[config.mk]
export PLATFORM = sky130hd
export DESIGN_NAME = clk_period_meter
export DESIGN_NICKNAME = d
export VERILOG_FILES = /design/src/rtl/clk_period_meter.sv
export SDC_FILE = /design/constraint.sdc
export NUM_CORES = 1
export LEC_CHECK = 0
export ABC_CLOCK_PERIOD_IN_PS = 3200
export BUFFER_PORTS_ARGS = -buffer_cell sky130_fd_sc_hd__buf_2
export CAP_MARGIN = 10
export CORE_MARGIN = 2
export CORE_UTILIZATION = 56
export CTS_BUF_LIST = sky130_fd_sc_hd__clkbuf_8
export DETAILED_ROUTE_END_ITERATION = 10
export PLACE_DENSITY = 0.81
export SLEW_MARGIN = 20
export SYNTH_ARGS = -nofsm -noshare
export SYNTH_HDL_FRONTEND = slang
export SYNTH_SLANG_ARGS = --single-unit
[constraint.sdc]
create_clock -name clk -period 3.2 [get_ports clk]
set_input_delay 0.8 -clock clk [delete_from_list [all_inputs] [get_ports clk]]
set_output_delay 0.8 -clock clk [all_outputs]
set_load 0.005 [all_outputs]
[src/rtl/clk_period_meter.sv]
// clk_period_meter: measures the period of a slow asynchronous square wave in clk cycles.
// Define PERIOD_AVG_EN to report the truncated average of the last four periods instead.
module clk_period_meter #(
    parameter int W       = 27,
    parameter int TIMEOUT = 50_000_000
) (
    input  logic         clk,
    input  logic         rst,
    input  logic         en,
    input  logic         clk_in,
    output logic [W-1:0] period,
    output logic         period_valid,
    output logic         locked,
    output logic         timeout
);

    typedef enum logic [1:0] {
        IDLE,
        ARM,
        MEAS
    } state_t;

    localparam logic [W-1:0] TIMEOUT_LAST = W'(TIMEOUT - 1);
    localparam logic [W-1:0] COUNT_MAX    = '1;

    logic         sync1_q;
    logic         sync2_q;
    logic         syncHist_q;
    logic         edge_q;
    state_t       state_q;
    logic [W-1:0] count_q;
    logic [W-1:0] countInc;
    logic [W-1:0] rawPeriod_q;
    logic         measDone_q;
    logic         locked_q;
    logic         timeout_q;
    logic [W-1:0] period_q;
    logic         valid_q;

    assign countInc = (count_q == COUNT_MAX) ? count_q : count_q + W'(1);

    // Two-flop synchronizer, history flop and a registered rising-edge strobe
    always_ff @(posedge clk or posedge rst) begin
        if (rst) begin
            sync1_q    <= 1'b0;
            sync2_q    <= 1'b0;
            syncHist_q <= 1'b0;
            edge_q     <= 1'b0;
        end else begin
            sync1_q    <= clk_in;
            sync2_q    <= sync1_q;
            syncHist_q <= sync2_q;
            edge_q     <= sync2_q & ~syncHist_q;
        end
    end

    // An edge always wins over a timeout that falls in the same cycle
    always_ff @(posedge clk or posedge rst) begin
        if (rst) begin
            state_q     <= IDLE;
            count_q     <= '0;
            rawPeriod_q <= '0;
            measDone_q  <= 1'b0;
            locked_q    <= 1'b0;
            timeout_q   <= 1'b0;
        end else begin
            measDone_q <= 1'b0;
            if (!en) begin
                state_q   <= IDLE;
                count_q   <= '0;
                locked_q  <= 1'b0;
                timeout_q <= 1'b0;
            end else begin
                case (state_q)
                    IDLE: begin
                        count_q <= '0;
                        state_q <= ARM;
                    end
                    ARM: begin
                        if (edge_q) begin
                            state_q   <= MEAS;
                            count_q   <= '0;
                            timeout_q <= 1'b0;
                        end else if (count_q == TIMEOUT_LAST) begin
                            count_q   <= '0;
                            locked_q  <= 1'b0;
                            timeout_q <= 1'b1;
                        end else begin
                            count_q <= countInc;
                        end
                    end
                    MEAS: begin
                        if (edge_q) begin
                            rawPeriod_q <= countInc;
                            measDone_q  <= 1'b1;
                            count_q     <= '0;
                            locked_q    <= 1'b1;
                            timeout_q   <= 1'b0;
                        end else if (count_q == TIMEOUT_LAST) begin
                            state_q   <= ARM;
                            count_q   <= '0;
                            locked_q  <= 1'b0;
                            timeout_q <= 1'b1;
                        end else begin
                            count_q <= countInc;
                        end
                    end
                    default: begin
                        state_q <= IDLE;
                        count_q <= '0;
                    end
                endcase
            end
        end
    end

`ifdef PERIOD_AVG_EN
    logic [W-1:0] avgHist_q [4];
    logic [W+1:0] avgAcc_q;
    logic [W+1:0] avgSum;
    logic [2:0]   fill_q;

    assign avgSum = avgAcc_q + {2'b00, rawPeriod_q} - {2'b00, avgHist_q[3]};

    // History is flushed whenever measurement is not running, so it restarts after timeout or disable
    always_ff @(posedge clk or posedge rst) begin
        if (rst) begin
            period_q <= '0;
            valid_q  <= 1'b0;
            avgAcc_q <= '0;
            fill_q   <= '0;
            for (int i = 0; i < 4; i++) avgHist_q[i] <= '0;
        end else begin
            valid_q <= 1'b0;
            if (state_q != MEAS) begin
                avgAcc_q <= '0;
                fill_q   <= '0;
                for (int i = 0; i < 4; i++) avgHist_q[i] <= '0;
            end else if (measDone_q) begin
                avgHist_q[0] <= rawPeriod_q;
                for (int i = 1; i < 4; i++) avgHist_q[i] <= avgHist_q[i-1];
                avgAcc_q <= avgSum;
                if (fill_q >= 3'd3) begin
                    period_q <= avgSum[W+1:2];
                    valid_q  <= 1'b1;
                    fill_q   <= 3'd4;
                end else begin
                    fill_q <= fill_q + 3'd1;
                end
            end
        end
    end
`else
    always_ff @(posedge clk or posedge rst) begin
        if (rst) begin
            period_q <= '0;
            valid_q  <= 1'b0;
        end else begin
            valid_q <= measDone_q;
            if (measDone_q) period_q <= rawPeriod_q;
        end
    end
`endif

    assign period       = period_q;
    assign period_valid = valid_q;
    assign locked       = locked_q;
    assign timeout      = timeout_q;

endmodule
==> results.sh <==
export IMPL_outcome="finished, final reports clean"
export IMPL_clk_pin_slew_worst_paths_ns=0.08
export IMPL_antenna_found_initial=0
export IMPL_synth_seq_cells=91
export IMPL_synth_async_reset_ratio_pct=100.0
export IMPL_syn_inst=363
export IMPL_total_power_uw=2381
export IMPL_worst_clock_skew_ns=0.01259
export IMPL_final_cell_mix="dfrtp_1, nand2_1, buf_2, nor2_1, o21ai_0"
export IMPL_grt_max_degree=55
export IMPL_max_vdd_ir_drop_v=0.0003356
export IMPL_grt_overflow=0
export IMPL_cp_data_required_time_ns=3.44
export IMPL_fp_row_count=30
export IMPL_netlist_area_mm2=0.004018
export IMPL_finalWirelength_mm=7.170
export IMPL_leakage_uw=0.002081
export IMPL_hold_path_class="flip-flop to flip-flop"
export IMPL_yosysSeqAreaShare_pct=56.68
export IMPL_synth_edf_count=0
export IMPL_path_class="flip-flop to flip-flop"
export IMPL_cp_max_fo=27
export IMPL_synth_top_family_by_area="simple AND/OR/NAND/NOR gates"
export IMPL_synth_nets=371
export IMPL_cts_resized=0
export IMPL_fin_crit_sh_pct=73.33
export IMPL_gp_congestion=0.8749
export IMPL_clk_latency_ns=0.37
export IMPL_fin_setup_tns_ns=0
export IMPL_setup_violations=0
export IMPL_worstSetupEndpointType="flip-flop"
export IMPL_die_area_mm2=0.007868
export IMPL_finalHoldViolations=0
export IMPL_synth_top_area_share_pct=56.68
export IMPL_synth_compound_area_share_pct=9.063
export IMPL_yosys_warnings=0
export IMPL_final_common_cell="dfrtp_1"
export IMPL_multi_input_area_mm2=0.001624
export IMPL_grt_pass1_wl_mm=12.24
export IMPL_via_per_inst=5.524
export IMPL_register_area_mm2=0.002277
export IMPL_num_vias=2740
export IMPL_synth_adder_area_share_pct=1.246
export IMPL_dp_hpwl_mm=4.858
export IMPL_cts_buffers=9
export IMPL_yosysTopAreaCell="dfrtp_1"
export IMPL_period_minus_slack_ns=2.347
export IMPL_clockBufferDepth=2
export IMPL_path_cells="ha_1, nand2_1, or4_1, or3_1, nand3_4, nor3_1"
export IMPL_powerDensity_mw_per_mm2=530.1
export IMPL_cts_sinks=91
export IMPL_first_global_vias=2628
export IMPL_path_buf_inv=0
export IMPL_rsz0062_at_grt="false"
export IMPL_final_max_slew_viol_count=0
export IMPL_slowest_delay_ns=0.53
export IMPL_area_delta_synth_final_pct=11.77
export IMPL_synth_mux_area_share_pct=8.315
export IMPL_critPathLaunchType="flip-flop"
export IMPL_slew_headroom_pct=45.35
export IMPL_yosysUniqueCellTypes=45
export IMPL_io_pins=34
export IMPL_syn_avg_cell_area_um2=11.07
export IMPL_synth_xor_area_share_pct=4.142
export IMPL_portBuffers=33
export IMPL_die_x_um=88.70
export IMPL_cts_tree="done"
export IMPL_synth_simple_area_share_pct=17.50
export IMPL_drc=0
export IMPL_ys_flop_type="dfrtp_1"
export IMPL_fillers=556
export IMPL_h_tree_depth=3
export IMPL_cts_setup_buffers=0
export IMPL_dr_pass1_iters=5
export IMPL_cpMaxStageDelayCell="or4_1"
export IMPL_antenna_left=0
export IMPL_crit_family="simple AND/OR/NAND/NOR gates"
export IMPL_crit_arrival_ns=2.59
export IMPL_die_h_um=88.70
export IMPL_final_nets=403
export IMPL_synth_area_leaders="dfrtp_1, mux2_2, nand2_1, xnor2_1, o21ai_0"
export IMPL_drive_gt1_share_pct=23.00
export IMPL_n_antenna_cell=0
export IMPL_post_drt_wl_per_cell_um=14.46
export IMPL_max_slew_worst_pin_slew_ns=0.8198
export IMPL_cap_violations=0
export IMPL_globalRouteTotalUtil_pct=20.17
export IMPL_first_iter_violations=183
export IMPL_fmax_ghz=0.4261
export IMPL_core_area_mm2=0.006869
export IMPL_hold_buffers=0
export IMPL_initial_core_util_pct=58.49
export IMPL_root_buffer="clkbuf_8"
## sequential cells by signal, summed over array words and instances (netlist names)
signal	count
count_q	27
period	27
rawPeriod_q	27
state_q	2
edge_q	1
locked	1
measDone_q	1
period_valid	1
sync1_q	1
sync2_q	1
syncHist_q	1
timeout	1
## worst paths after layout
kind	from	end	slack (ns)	cells past startpoint
max in group asynchronous	rst	count_q[20]	2.01	3
min in group asynchronous	rst	rawPeriod_q[22]	0.50	2
hold reg to reg	sync1_q	sync2_q	0.36	0
setup reg to reg	count_q[0]	count_q[24]	0.85	6
setup / recovery	count_q[0]	count_q[24]	0.85	6
hold / removal	sync1_q	sync2_q	0.36	0
## routing by layer
metal	GRT usage, %	vias up	wire [um]
met2	31.48	47	3372
met4	6.749	0	125
met1	27.89	1348	3435
met5	0	-	0
met3	5.037	11	236
li1	-	1334	-
## logic make-up after synthesis
group / after synthesis
buffers and inverters: 25
adder cells (fa/ha/maj): 4
XOR/XNOR: 19
AO/OA/AOI/OAI: 60
flip-flops: 91
multiplexers: 30
AND/OR/NAND/NOR: 134
## cells in the mapped netlist, types with 2 or more instances
cell type / number
a21oi_1: 13
buf_2: 5
mux2_2: 27
mux2i_1: 3
a211oi_1: 7
and3_1: 5
xor2_1: 2
clkbuf_1: 9
or4_1: 2
dfrtp_1: 91
nand4_1: 9
ha_1: 4
buf_6: 3
nor2_1: 32
o21ai_0: 29
and4_1: 3
or4_4: 2
inv_1: 7
a21boi_0: 2
nand2_1: 44
xnor2_1: 17
nor3_1: 3
nor2b_1: 4
nand3_1: 11
and2_1: 5
nor4_1: 3
or3_1: 3
## through the flow
stage | instance area (um^2) | hold slack [ns] | std cells | setup slack [ns] | utilization, %
finish | 4491 | 0.3598 | 496 | 0.8533 | 65.37
global route | 4491 | 0.3753 | 496 | 0.6761 | 65.37
CTS | 4491 | 0.3662 | 496 | 0.8442 | 65.37
detailed placement | 4272 | 0.3465 | 480 | 0.8658 | 62.19
global placement | 4272 | 0.3351 | 480 | 0.9455 | 62.19
floorplan | 4018 | 0.3312 | 363 | 0.03639 | -
## power breakdown
part	internal [uW]	switching, uW	total [uW]
Sequential	1200	39.4	1240
Combinational	115	179	294
Clock	456	389	844
Total	1770	607	2380
## cell type report
type | instances | share of cell area (%)
sequential | 91 | 50.71
clock buffer | 10 | 3.065
inverter | 7 | 0.6130
clock inverter | 6 | 1.811
timing repair buffer | 39 | 4.960
multi-input combinational | 247 | 36.17
tap | 96 | 2.675
Power figures use the tool's default switching activity.
